$ cat src/rtl/fifo_reader.sv
// fifo_reader: read-side controller for the synchronous fifo block.
// It issues rd_en to the FIFO, absorbs the one-cycle registered read latency,
// and presents words on a valid/ready stream through a 2-entry buffer.
// This gives one word per cycle when downstream is ready, and backpressure
// never overruns the buffer.
// Optional feature: define FIFO_READER_CNT_EN to build the delivered-word
// counter on word_count. When it is undefined, word_count is tied to zero.
module fifo_reader #(
    parameter int DATA_WIDTH = 8,
    parameter int CNT_WIDTH  = 16
) (
    input  logic                  clk,
    input  logic                  rst,
    input  logic                  en,
    input  logic                  fifo_empty,
    input  logic [DATA_WIDTH-1:0] fifo_dout,
    output logic                  fifo_rd_en,
    output logic                  m_valid,
    input  logic                  m_ready,
    output logic [DATA_WIDTH-1:0] m_data,
    output logic [CNT_WIDTH-1:0]  word_count,
    output logic                  busy
);

    // Buffer occupancy states
    localparam logic [1:0] OCC_EMPTY = 2'd0;
    localparam logic [1:0] OCC_ONE   = 2'd1;
    localparam logic [1:0] OCC_FULL  = 2'd2;

    logic [1:0]            occ_q;
    logic [1:0]            occ_d;
    logic                  inflight_q;
    logic                  inflight_d;
    logic [DATA_WIDTH-1:0] buf0_q;     // head entry
    logic [DATA_WIDTH-1:0] buf0_d;
    logic [DATA_WIDTH-1:0] buf1_q;     // second entry
    logic [DATA_WIDTH-1:0] buf1_d;

    logic                  valid_s;
    logic                  pop_s;
    logic [2:0]            committed_s; // words buffered or in flight after this cycle's pop
    logic                  rd_en_s;

    // The head word is visible whenever anything is buffered.
    assign valid_s = (occ_q != OCC_EMPTY);
    assign pop_s   = valid_s && m_ready;

    // Count buffered and in-flight words, net of this cycle's pop.
    // A pop implies at least one buffered word, so the subtraction cannot underflow.
    assign committed_s = {1'b0, occ_q} + {2'b00, inflight_q} - {2'b00, pop_s};

    // A read is issued only if its word is guaranteed a slot in the buffer.
    // It is never issued against an empty FIFO, and never while reset is held.
    assign rd_en_s = rst && en && !fifo_empty && (committed_s < 3'd2);

    assign fifo_rd_en = rd_en_s;
    assign m_valid    = valid_s;
    assign m_data     = buf0_q;
    assign busy       = valid_s || inflight_q;

    // An issued read makes its data arrive, and be captured, on the next cycle.
    always_comb begin
        inflight_d = rd_en_s;
    end

    // Buffer next state: capture the in-flight word at the tail and shift on pop.
    always_comb begin
        occ_d  = occ_q;
        buf0_d = buf0_q;
        buf1_d = buf1_q;
        case (occ_q)
            OCC_EMPTY: begin
                if (inflight_q) begin
                    buf0_d = fifo_dout;
                    occ_d  = OCC_ONE;
                end else begin
                    occ_d  = OCC_EMPTY;
                end
            end
            OCC_ONE: begin
                if (inflight_q && pop_s) begin
                    buf0_d = fifo_dout;
                    occ_d  = OCC_ONE;
                end else if (inflight_q) begin
                    buf1_d = fifo_dout;
                    occ_d  = OCC_FULL;
                end else if (pop_s) begin
                    occ_d  = OCC_EMPTY;
                end else begin
                    occ_d  = OCC_ONE;
                end
            end
            OCC_FULL: begin
                // Capture without pop cannot happen here: the read gate
                // refuses a read that would need a third slot.
                if (pop_s) begin
                    buf0_d = buf1_q;
                    if (inflight_q) begin
                        buf1_d = fifo_dout;
                        occ_d  = OCC_FULL;
                    end else begin
                        occ_d  = OCC_ONE;
                    end
                end else begin
                    occ_d = OCC_FULL;
                end
            end
            default: begin
                occ_d = OCC_EMPTY;
            end
        endcase
    end

    // State registers. Reset discards buffered and in-flight words.
    always_ff @(posedge clk or negedge rst) begin
        if (!rst) begin
            occ_q      <= OCC_EMPTY;
            inflight_q <= 1'b0;
            buf0_q     <= {DATA_WIDTH{1'b0}};
            buf1_q     <= {DATA_WIDTH{1'b0}};
        end else begin
            occ_q      <= occ_d;
            inflight_q <= inflight_d;
            buf0_q     <= buf0_d;
            buf1_q     <= buf1_d;
        end
    end

`ifdef FIFO_READER_CNT_EN
    logic [CNT_WIDTH-1:0] cnt_q;
    logic [CNT_WIDTH-1:0] cnt_d;

    // Delivered-word counter. It advances on every pop and wraps naturally.
    always_comb begin
        if (pop_s) begin
            cnt_d = cnt_q + {{(CNT_WIDTH-1){1'b0}}, 1'b1};
        end else begin
            cnt_d = cnt_q;
        end
    end

    // Counter register.
    always_ff @(posedge clk or negedge rst) begin
        if (!rst) begin
            cnt_q <= {CNT_WIDTH{1'b0}};
        end else begin
            cnt_q <= cnt_d;
        end
    end

    assign word_count = cnt_q;
`else
    assign word_count = {CNT_WIDTH{1'b0}};
`endif

endmodule
$ cat config.mk
export PLATFORM = sky130hd
export DESIGN_NAME = fifo_reader
export DESIGN_NICKNAME = d
export VERILOG_FILES = /design/src/rtl/fifo_reader.sv
export SDC_FILE = /design/constraint.sdc
export NUM_CORES = 1
export LEC_CHECK = 0
export BUFFER_PORTS_ARGS = -buffer_cell sky130_fd_sc_hd__buf_2
export CAP_MARGIN = 0
export CORE_ASPECT_RATIO = 1.25
export CORE_UTILIZATION = 45
export CTS_CLUSTER_SIZE = 12
export DETAILED_ROUTE_END_ITERATION = 10
export PLACE_DENSITY = 0.77
export SETUP_SLACK_MARGIN = 0.3
export SKIP_CTS_REPAIR_TIMING = 1
export SYNTH_ARGS = -nofsm -noshare
export SYNTH_HDL_FRONTEND = slang
export SYNTH_SLANG_ARGS = --single-unit
export TNS_END_PERCENT = 1
$ cat constraint.sdc
create_clock -name clk -period 2.3 [get_ports clk]
set_input_delay 0.345 -clock clk [delete_from_list [all_inputs] [get_ports clk]]
set_output_delay 0.345 -clock clk [all_outputs]
set_load 0.01 [all_outputs]
[After elaboration in Yosys (flattened, before gate mapping)]
Index checks and enable logic that the tools add are counted.
Cells by class
  $add $sub $neg: 2
  $lt $le $gt $ge: 1
  multiplexer cells: 15
  equal/unequal tests: 6
  reduce and logical (&&, ||, !) cells: 13
Operator list (number)
  two-way mux 8 bit: 6
  one-hot mux 8 bit (3 select lines): 1
  one-hot mux 8 bit (2 select lines): 1
  two-way mux 2 bit: 4
  != test 2 bit, second input constant: 4
  one-hot mux 2 bit (3 select lines): 1
  logical AND 1 bit: 5
  AND reduction 4 bit: 1
  nonzero test 2 bit: 2
  adder 2 x 1 -> 3 bit: 1
  < comparator 3 x 2 -> 1 bit, second input constant: 1
  AND reduction 3 bit: 1
  nonzero test 3 bit: 1
  subtractor 3 x 1 -> 3 bit: 1
  == test 2 x 1 -> 1 bit, second input constant: 1
  == test 2 bit, second input constant: 1
  zero test 2 bit: 1
  two-way mux 1 bit: 2
  zero test 1 bit: 1
  logical OR 1 bit: 1
Word-level totals
  output and inout bits: 27
  logic and storage cells: 41
  bits of input ports: 13
  register bits: 19

[Depth between registers and ports, before layout]
Gate-level depths: netlist of the first run.
  depth in word-level cells: 6
  depth in mapped cells: 8
  gate-level depth less buffers: 7

[Least setup slack after synthesis of the first run]
OpenSTA, ideal clock, no wires.
  path type: register to output
  start: register occ_q[1]
  end: output fifo_rd_en
  data required time: 1955 ps
  setup slack: -187 ps
  arrival time: 2142 ps
  stages on the path, launching flop included: 9
  buffers on the path: 1
  cells stage by stage: dfrtp_1 -> buf_4 -> or2_2 -> nand2_1 -> ha_1 -> nand2b_1 -> fa_1 -> nand4b_1 -> nor2_1
Between the ends
  word-level cells in the longest chain between the ends: 5
  elaborated cells on any way between the ends: 6
  those cells by class: 2 x add/sub; 1 x order compare; 3 x reduce/logical
Ends and longest elaborated chain
  start: declaration: RTL line 30  | logic [1:0] occ_q;
  start signal: assignment: RTL line 117  | occ_q <= OCC_EMPTY;
  start signal: assignment: RTL line 122  | occ_q <= occ_d;
  nonzero test 2 bit: RTL line 45  | assign valid_s = (occ_q != OCC_EMPTY);
  via m_valid: RTL line 18  | output logic m_valid,
  logical AND 1 bit: RTL line 46  | assign pop_s = valid_s && m_ready;
  subtractor 3 x 1 -> 3 bit: RTL line 50  | assign committed_s = {1'b0, occ_q} + {2'b00, inflight_q} - {2'b00, pop_s};
  < comparator 3 x 2 -> 1 bit: RTL line 54  | assign rd_en_s = rst && en && !fifo_empty && (committed_s < 3'd2);
  logical AND 1 bit: RTL line 54
  end: declaration: RTL line 17  | output logic fifo_rd_en,
The timed path passes the listed nets, and every way through them passes these cells.

[Worst setup path in the final report of the first run]
  start: register occ_q[1]
  end: output fifo_rd_en
Between the ends
  word-level cells in the longest chain between the ends: 5
  elaborated cells on any way between the ends: 6
  those cells by class: 2 x add/sub; 1 x order compare; 3 x reduce/logical
Ends and longest elaborated chain (RTL line)
  branches (longest 2 deep; another with adder 2 x 1 -> 3 bit)
  subtractor 3 x 1 -> 3 bit (*): 50
  < comparator 3 x 2 -> 1 bit (*): 54
  logical AND 1 bit (*): 54
Every way passes the cells marked *.

==> flow_summary.yaml, run 1 <==
placed_design:
  gp_congestion: 0.6973
  dpl.cell_count: 169
  port_buffers: 23
  hpwl_mm: 1.724
  dpl_cell_area_sq_um: 1292
  dp_slack_ns: 0.05943
layout:
  synthToLayoutAreaGrowth_pct: 12.42
  post_route_cells_drive_above_1_share_pct: 34.04
  antenna_cells: 0
  final_nets: 157
  stdcell_area_sq_um: 1348
  final_cells: 174
  fin_util_pct: 54.39
worst_setup_path:
  endpoint_kind: "primary output"
  critPathSlowestCell: "fa_1"
  crit_chain: "or2_4, nand2_4, ha_4, nand2b_4, fa_1, nand4b_1, nor2_2, buf_2"
  r2r_slack_ns: 0.38
  cp_top_family: "simple AND/OR/NAND/NOR gates"
  critPathArrivalTime_ns: 2.22
  startpoint_type: "flop"
  crit_buf_inv: 1
  critical_path_class: "reg -> out"
  critPathMaxStageDelay_ns: 0.47
  required_ns: 1.96
  worstPathMaxFanout: 3
synthesis:
  synth_edf_count: 0
  ys_warn_count: 0
  async_reset_ff_share_pct: 100.0
  ys.flop_type: "dfrtp_1"
  yosysSeqAreaShare_pct: 39.67
  synth-seq-cells: 19
  syn_inst: 117
  synth_area_sq_um: 1199
  synth_cell_types: 30
  yosys-top-cells-area: "dfrtp_1, buf_4, mux2_4"
  yosysTopAreaCellShare_pct: 39.67
  syn_area_per_cell_sq_um: 10.24
  synth_largest_area_cell: "dfrtp_1"
timing:
  period_minus_slack_ns: 2.561
  layout_setup_ws_ns: -0.2613
  relSlewSlack_pct: 52.21
  max_freq_mhz: 390.4
  tns_ns: -0.2613
  rsz0062_at_grt: "yes"
  tightest_slew_ns: 0.7121
  fin_crit_sh_pct: 111.4
  hold_viol: 0
  worst_clock_skew_ns: 0.01350
  setup_viol: 1
  report.final.slew_viol_count: 0
outcome:
  violations: "setup timing"
  status: "finished with violations"
cts:
  clock-sinks: 19
  cts.htree.levels: 1
  cts_inserted_buffers: 3
  cts_tree: "done"
  clk-insertion-delay-late_ns: 0.31
  clock_path_buffers: 2
  cts_root_buf: "clkbuf_4"
  path_clk_slew_ns: 0.12
grt:
  busiest_layer: "met2"
  grt_max_degree: 20
  use_met3_pct: 3.625
  gr-usage-met2_pct: 30.67
  grt_pass1_wl_mm: 3.905
  first_global_vias: 866
  gr-total-overflow: 0
  grtUsageTotal_pct: 19.77
  use_met1_pct: 24.57
  antenna_found_initial: 0
route:
  first_iter_violations: 19
  drt_pass1_iterations: 4
  wl_per_cell_um: 14.91
  via_count: 908
  wirelength_mm: 2.595
  ant_nets: 0
  drc: 0
  vias_per_cell: 5.218
pwr:
  power_switching_share_pct: 36.97
  seqPwrFrac_pct: 41.2
  leakage_nw: 0.6349
  combPwrFrac_pct: 45.5
  peakVddDrop_v: 0.0004372
  power_switching_mw: 0.4948
  power.density_nw_per_um2: 993.4
  power.internal_mw: 0.8438
  clock_power_share_pct: 13.3
die:
  die_h_um: 59.71
  design.die.area_sq_um: 2875
  initial_utilization_pct: 48.38
  coreArea_sq_um: 2477
  die_w_um: 48.16
  fp-row-count: 20
  io_pins: 40
worst_hold_path:
  hold_path.class: "in -> async"
flow_run:
  drv_cap: 0
==> per-layer routing <==
| metal | wire [um] | vias to the layer above |
|---|---|---|
| met1 | 1052 | 439 |
| met2 | 1369 | 40 |
| li1 | - | 425 |
| met4 | 29 | 0 |
| met3 | 143 | 4 |
| met5 | 0 | - |
==> power by group through the flow <==
stage,Sequential [mW],Combinational (mW),Clock [mW]
finish,0.552,0.609,0.178
global route,0.564,0.677,0.187
CTS,0.551,0.591,0.177
detailed placement,0.557,0.586,0
global placement,0.548,0.571,0
floorplan,0.579,0.402,0
==> area by class of cell <==
class                   instances  area, sq um
repair buffers                 28        152.6
fillers                       231         1130
multi-input cells              89        646.9
clock buffers                   3        22.52
inverters                       1        3.754
well taps                      33        41.29
clock inverters                 1        5.005
flip-flops and latches         19        475.5
==> cell usage after synthesis (2+ instances only) <==
master    instances
buf_4            17
buf_2             3
dfrtp_1          19
o32ai_1           8
nand2b_1         10
nand2_1           4
nor2b_1           2
a211oi_1          8
clkbuf_1          2
mux2_4            8
nor2_1           17
==> sequential cells by signal (all words and copies together) (netlist names) <==
register	cells
m_data	8
occ_q	2
inflight_q	1
buf1_q	8
==> layout by cell type, fill, tap and decap left out, types with 2 or more instances in the layout <==
cell,count
buf_2,23
dfrtp_1,19
nor2_1,16
conb_1,16
nand2b_1,9
mux2_4,8
o32ai_1,8
a211oi_1,8
buf_4,5
nand2_1,3
clkbuf_4,3
nor2b_1,2
==> kinds of logic (layout without fill, tap and decap cells) <==
kind of cell / Yosys count / in the layout / synth area share, %
and+or+nand+nor: 42 / 42 / 19.42
other: 1 / 16 / 0.3129
buffers and inverters: 24 / 33 / 13.78
DFF: 19 / 19 / 39.67
muxes: 9 / 9 / 10.86
AOI/OAI and AO/OA: 19 / 19 / 12.53
adders and majority gates: 2 / 2 / 2.714
xor gates and xnor gates: 1 / 1 / 0.7308
==> per-stage QoR <==
step | power (mW) | hold WS, ns
final | 1.339 | 0.001826
after global routing | 1.428 | 0.02895
after CTS | 1.319 | 0.01973
after detailed placement | 1.143 | 0.3540
after global placement | 1.119 | 0.3491
after floorplan | 0.9818 | 0.04941
==> worst reg2reg max path: stages, from the launching register on <==
cell and delay (ns):
dfrtp_1 0.40, or2_4 0.27, nand2_4 0.07, ha_4 0.20
nand2b_4 0.14, fa_1 0.47, nand4b_1 0.10, nor2_2 0.13
buf_4 0.11
==> final timing paths <==
kind,startpoint,end,depth (start not counted)
min in group clk,fifo_dout[4],buf1_q[4]$_DFFE_PN0P_,2
worst max register to register,occ_q[1]$_DFF_PN0_,inflight_q$_DFF_PN0_,8
worst max-delay path,occ_q[1]$_DFF_PN0_,fifo_rd_en,8
worst min-delay path,rst,buf1_q[7]$_DFFE_PN0P_,2
max in group asynchronous,rst,buf1_q[5]$_DFFE_PN0P_,2
worst min register to register,buf1_q[6]$_DFFE_PN0P_,buf1_q[6]$_DFFE_PN0P_,1
No activity file was read; power rests on OpenSTA's default activity.
==> inputs of run 2 (changes only) <==
--- a/config.mk
+++ b/config.mk
@@ -12,7 +12,8 @@
 export CTS_CLUSTER_SIZE = 12
 export DETAILED_ROUTE_END_ITERATION = 10
-export PLACE_DENSITY = 0.77
+export PLACE_DENSITY = 0.75
 export SETUP_SLACK_MARGIN = 0.3
 export SKIP_CTS_REPAIR_TIMING = 1
+export SLEW_MARGIN = 20
 export SYNTH_ARGS = -nofsm -noshare
 export SYNTH_HDL_FRONTEND = slang
==> constraint.sdc (replaced) <==
create_clock -name clk -period 2.6 [get_ports clk]
set_input_delay 0.52 -clock clk [delete_from_list [all_inputs] [get_ports clk]]
set_output_delay 0.52 -clock clk [all_outputs]
set_load 0.01 [all_outputs]
==> run 2 against run 1 <==
The flow still finishes with violations (setup timing). Clock power fell by 16%. Critical path depth did not move. Global-route usage fell by 0.78 points. Register-to-register slack improved by 0.28 ns. Wire length fell by 4.4%. Via count fell by 3.2%. Sequential power fell by 11%. Setup slack improved by 0.12 ns.
==> flow_summary.yaml, run 2 (synthesis results as in run 1) <==
cts:
  cts.htree.levels: 1
  cts_inserted_buffers: 3
  path_clk_slew_ns: 0.12
  clk-insertion-delay-late_ns: 0.30
  cts_tree: "done"
  clock-sinks: 19
  cts_root_buf: "clkbuf_4"
  clock_path_buffers: 2
timing:
  period_minus_slack_ns: 2.737
  hold_viol: 0
  worst_clock_skew_ns: 0.01124
  rsz0062_at_grt: "yes"
  layout_setup_ws_ns: -0.1365
  tightest_slew_ns: 0.6783
  max_freq_mhz: 365.4
  fin_crit_sh_pct: 105.3
  relSlewSlack_pct: 54.48
  whs_ns: 0.1931
  setup_viol: 1
  report.final.slew_viol_count: 0
  tns_ns: -0.1365
route:
  via_count: 879
  wirelength_mm: 2.480
  drt_pass1_iterations: 4
  first_iter_violations: 20
  drc: 0
  vias_per_cell: 5.052
  wl_per_cell_um: 14.25
  ant_nets: 0
pwr:
  seqPwrFrac_pct: 41.8
  power_switching_mw: 0.4261
  peakVddDrop_v: 0.0004487
  combPwrFrac_pct: 45.5
  power.internal_mw: 0.7461
  clock_power_share_pct: 12.7
  leakage_nw: 0.6346
  power.density_nw_per_um2: 869.9
  power_switching_share_pct: 36.35
outcome:
  status: "finished with violations"
  violations: "setup timing"
layout:
  final-seq-area_sq_um: 475.5
  layout_common_cells: "buf_2, dfrtp_1, nor2_1, conb_1, nand2b_1"
  antenna_cells: 0
  synthToLayoutAreaGrowth_pct: 12.42
  fin_util_pct: 54.39
  post_route_cells_drive_above_1_share_pct: 34.04
  layout_commonest_cell: "buf_2"
  nFillCells: 228
  multiInputGateArea_sq_um: 646.9
  final_nets: 157
worst_setup_path:
  startpoint_type: "flop"
  critPathMaxStageDelay_ns: 0.47
  critPathSlowestCell: "fa_1"
  r2r_start: "occ_q[0]$_DFF_PN0_"
  crit_buf_inv: 1
  critPathArrivalTime_ns: 2.22
  cp_top_family: "simple AND/OR/NAND/NOR gates"
  crit_chain: "or2_4, nand2_4, ha_4, nand2b_4, fa_1, nand4b_1, nor2_2, buf_2"
  worstPathMaxFanout: 3
  endpoint_kind: "primary output"
  required_ns: 2.08
  critical_path_class: "reg -> out"
  startpoint: "occ_q[0]$_DFF_PN0_"
grt:
  antenna_found_initial: 0
  grt_max_degree: 20
  gr-total-overflow: 0
  first_global_vias: 814
  grt_pass1_wl_mm: 3.857
  grtUsageTotal_pct: 19.00
die:
  fp-row-count: 20
  initial_utilization_pct: 48.38
  coreArea_sq_um: 2477
  die_w_um: 48.16
  die_h_um: 59.71
  design.die.area_sq_um: 2875
  io_pins: 40
placed_design:
  port_buffers: 23
  hpwl_mm: 1.732
  gp_congestion: 0.7363
worst_hold_path:
  hold_path.class: "in -> async"
flow_run:
  drv_cap: 0
-- run 2: final timing paths --
check | end | slack [ns] | cells after the start
setup / recovery | fifo_rd_en | -0.14 | 8
hold / removal | buf1_q[1]$_DFFE_PN0P_ | 0.19 | 2
setup reg to reg | inflight_q$_DFF_PN0_ | 0.66 | 8
hold reg to reg | buf1_q[1]$_DFFE_PN0P_ | 0.53 | 1
max in group asynchronous | buf1_q[0]$_DFFE_PN0P_ | 2.20 | 2
min in group clk | buf1_q[3]$_DFFE_PN0P_ | 0.47 | 2
-- run 2: layout make-up --
cell class | instances | area share [%]
multi-input combinational | 89 | 48.00
sequential | 19 | 35.28
timing repair buffer | 28 | 11.33
tap | 33 | 3.064
clock buffer | 3 | 1.671
clock inverter | 1 | 0.3714
inverter | 1 | 0.2786
-- run 2: worst reg2reg max path: cells and delay by family (launching register included) --
kind	cells	cell delay, ns
adders and majority gates	2	0.68
DFF	1	0.39
buffers and inverters	1	0.11
and+or+nand+nor	5	0.73
-- run 2: power by group through the flow --
stage | Combinational [mW] | Sequential, mW | Clock, mW
global route | 0.595 | 0.504 | 0.164
finish | 0.534 | 0.490 | 0.149
CTS | 0.523 | 0.489 | 0.150
floorplan | 0.356 | 0.513 | 0
global placement | 0.505 | 0.485 | 0
detailed placement | 0.520 | 0.493 | 0
-- run 2: routing by layer --
layer  vias to the layer above  GRT usage, %  share of wire [%]
met2                        26         29.90                 52
met1                       428         26.10                 44
li1                        423             -                  -
met3                         2         2.719                3.2
met5                         -             0                  0
met4                         0         6.349               0.73
-- run 2: metrics by stage --
stage	cell area, sq um	setup WS, ns	total power [mW]	instances
2_1_floorplan	1271	0.1404	0.8685	132
3_5_place_dp	1292	0.03405	1.013	169
5_1_grt	1348	-0.2639	1.263	174
3_3_place_gp	1292	0.1173	0.9899	169
6_report	1348	-0.1365	1.172	174
4_1_cts	1320	-0.1834	1.162	173
==> inputs of run 3 (changes only) <==
- ABC_AREA: unset -> 1
- RECOVER_POWER: unset -> 50
==> run 3 against run 2 <==
Core utilization shrank 0.73 points. Combinational power up 22%. Non-clock buffer count is 2 lower. Critical path type unchanged. Sequential cell count unchanged. The run still ends with setup timing left.
==> flow_summary.yaml, run 3 <==
route:
  vias_per_cell: 4.597
  wirelength_mm: 2.117
  ant_nets: 0
  first_iter_violations: 21
  drc: 0
  wl_per_cell_um: 10.28
  drt_pass1_iterations: 4
  via_count: 947
cts:
  cts_tree: "done"
  cts_root_buf: "clkbuf_4"
  clk-insertion-delay-late_ns: 0.29
  clock_path_buffers: 2
  cts.htree.levels: 1
  clock-sinks: 19
  path_clk_slew_ns: 0.10
  cts_inserted_buffers: 3
pwr:
  power_mw: 1.297
  leakage_nw: 0.7551
  peakVddDrop_v: 0.0004192
  power.density_nw_per_um2: 996.1
grt:
  grtUsageTotal_pct: 17.70
  antenna_found_initial: 0
  first_global_vias: 852
  grt_pass1_wl_mm: 3.622
  gr-total-overflow: 0
  grt_max_degree: 20
synthesis:
  yosys-top-cells-area: "dfrtp_1, nand2_1, buf_4"
  syn_area_per_cell_sq_um: 7.876
  synth_cell_types: 21
  async_reset_ff_share_pct: 100.0
  ys.flop_type: "dfrtp_1"
  synth-seq-cells: 19
  synth_largest_area_cell: "dfrtp_1"
  synthMostInstantiatedCell: "nand2_1"
  yosysTopAreaCellShare_pct: 41.35
  synth_commonest_cells: "nand2_1, dfrtp_1, nand3_1"
  synth_area_sq_um: 1150
  ys_warn_count: 0
  synth_edf_count: 0
  syn_inst: 146
  yosysSeqAreaShare_pct: 41.35
die:
  die_w_um: 47.21
  design.die.area_sq_um: 2762
  initial_utilization_pct: 47.37
  io_pins: 40
  fp-row-count: 20
  die_h_um: 58.52
  coreArea_sq_um: 2427
timing:
  max_freq_mhz: 359.9
  relSlewSlack_pct: 33.79
  tns_ns: -0.1788
  worst_clock_skew_ns: 0.003297
  setup_viol: 1
  whs_ns: 0.4732
  tightest_slew_ns: 0.9932
  layout_setup_ws_ns: -0.1788
  rsz0062_at_grt: "yes"
  fin_crit_sh_pct: 106.9
  report.final.slew_viol_count: 0
  hold_viol: 0
  period_minus_slack_ns: 2.779
worst_setup_path:
  critical_path_class: "reg -> out"
  critPathMaxStageDelay_ns: 0.51
  worstPathMaxFanout: 2
  critPathSlowestCell: "fa_1"
  endpoint_kind: "primary output"
  critPathArrivalTime_ns: 2.26
  required_ns: 2.08
  startpoint_type: "flop"
  crit_chain: "nor2_4, inv_2, nand2_4, ha_4, or2_4, fa_1, nand4_1, nor2_2, buf_2"
layout:
  antenna_cells: 0
  synthToLayoutAreaGrowth_pct: 13.28
  layout_commonest_cell: "nand2_1"
  post_route_cells_drive_above_1_share_pct: 27.75
  layout_common_cells: "nand2_1, buf_2, nand3_1, dfrtp_1, conb_1"
  final_nets: 189
flow_run:
  drv_cap: 0
worst_hold_path:
  hold_path.class: "in -> reg"
placed_design:
  port_buffers: 23
  gp_congestion: 0.7703
  hpwl_mm: 1.651
outcome:
  violations: "setup timing"
  status: "finished with violations"
-- run 3: cell types whose count changed in the layout (fill, tap and decap cells not counted), sizes merged, moves of 8 or more --
cell    delta
a211oi     -8
mux2       -8
nand2     +62
nand2b    -10
nand3     +22
nor2      -12
o32ai      -8
-- run 3: cell type report --
type | count | area [sq um]
clock buffers | 4 | 26.28
inverters | 7 | 33.78
multi-input cells | 117 | 591.8
fillers | 248 | 1125
well taps | 33 | 41.29
repair buffers | 26 | 133.9
flip-flops and latches | 19 | 475.5
-- run 3: critical path, delay by kind of cell, from the launching register on --
family | cells | cell delay [ns]
fa+ha+maj | 2 | 0.70
buf+inv | 2 | 0.19
flops | 1 | 0.42
simple gates | 5 | 0.66
-- run 3: kinds of logic after synthesis --
| kind of cell | Yosys count | synth area share [%] |
|---|---|---|
| AOI/OAI and AO/OA | 3 | 1.632 |
| xor gates and xnor gates | 1 | 0.7618 |
| DFF | 19 | 41.35 |
| buffers and inverters | 25 | 14.69 |
| other | 1 | 0.3261 |
| adders and majority gates | 2 | 2.829 |
| and+or+nand+nor | 95 | 38.41 |
-- run 3: worst paths after layout --
| path | start | slack, ns | depth (start not counted) | end |
|---|---|---|---|---|
| min | fifo_dout[5] | 0.47 | 3 | buf1_q[5]$_DFFE_PN0P_ |
| max reg2reg | occ_q[0]$_DFF_PN0_ | 0.71 | 8 | inflight_q$_DFF_PN0_ |
| max | occ_q[0]$_DFF_PN0_ | -0.18 | 9 | fifo_rd_en |
| max in group asynchronous | rst | 1.50 | 2 | buf1_q[6]$_DFFE_PN0P_ |
| min in group asynchronous | rst | 0.50 | 2 | buf1_q[1]$_DFFE_PN0P_ |
| min reg2reg | buf1_q[2]$_DFFE_PN0P_ | 0.48 | 2 | buf1_q[2]$_DFFE_PN0P_ |
-- run 3: routing by layer --
layer,GRT usage [%],vias up,share of wire (%)
li1,-,486,-
met1,23.27,432,43
met2,28.97,27,53
met3,2.761,2,3.6
met4,6.122,0,0.38
met5,0,-,0
-- run 3: power by group --
group	internal [mW]	leakage, nW	switching, mW	total (mW)
logic	0.239	0.497	0.415	0.654
registers	0.427	0.243	0.0736	0.500
clock network	0.0596	0.0150	0.0835	0.143
-- run 3: per-stage QoR --
stage	worst slack (ns)	area, sq um	utilization [%]	std cells
2_1_floorplan	0.1544	1239	-	161
3_3_place_gp	0.09481	1275	52.53	202
3_5_place_dp	0.02833	1275	52.53	202
4_1_cts	-0.2106	1301	53.61	206
5_1_grt	-0.3000	1303	53.66	206
6_report	-0.1788	1303	53.66	206
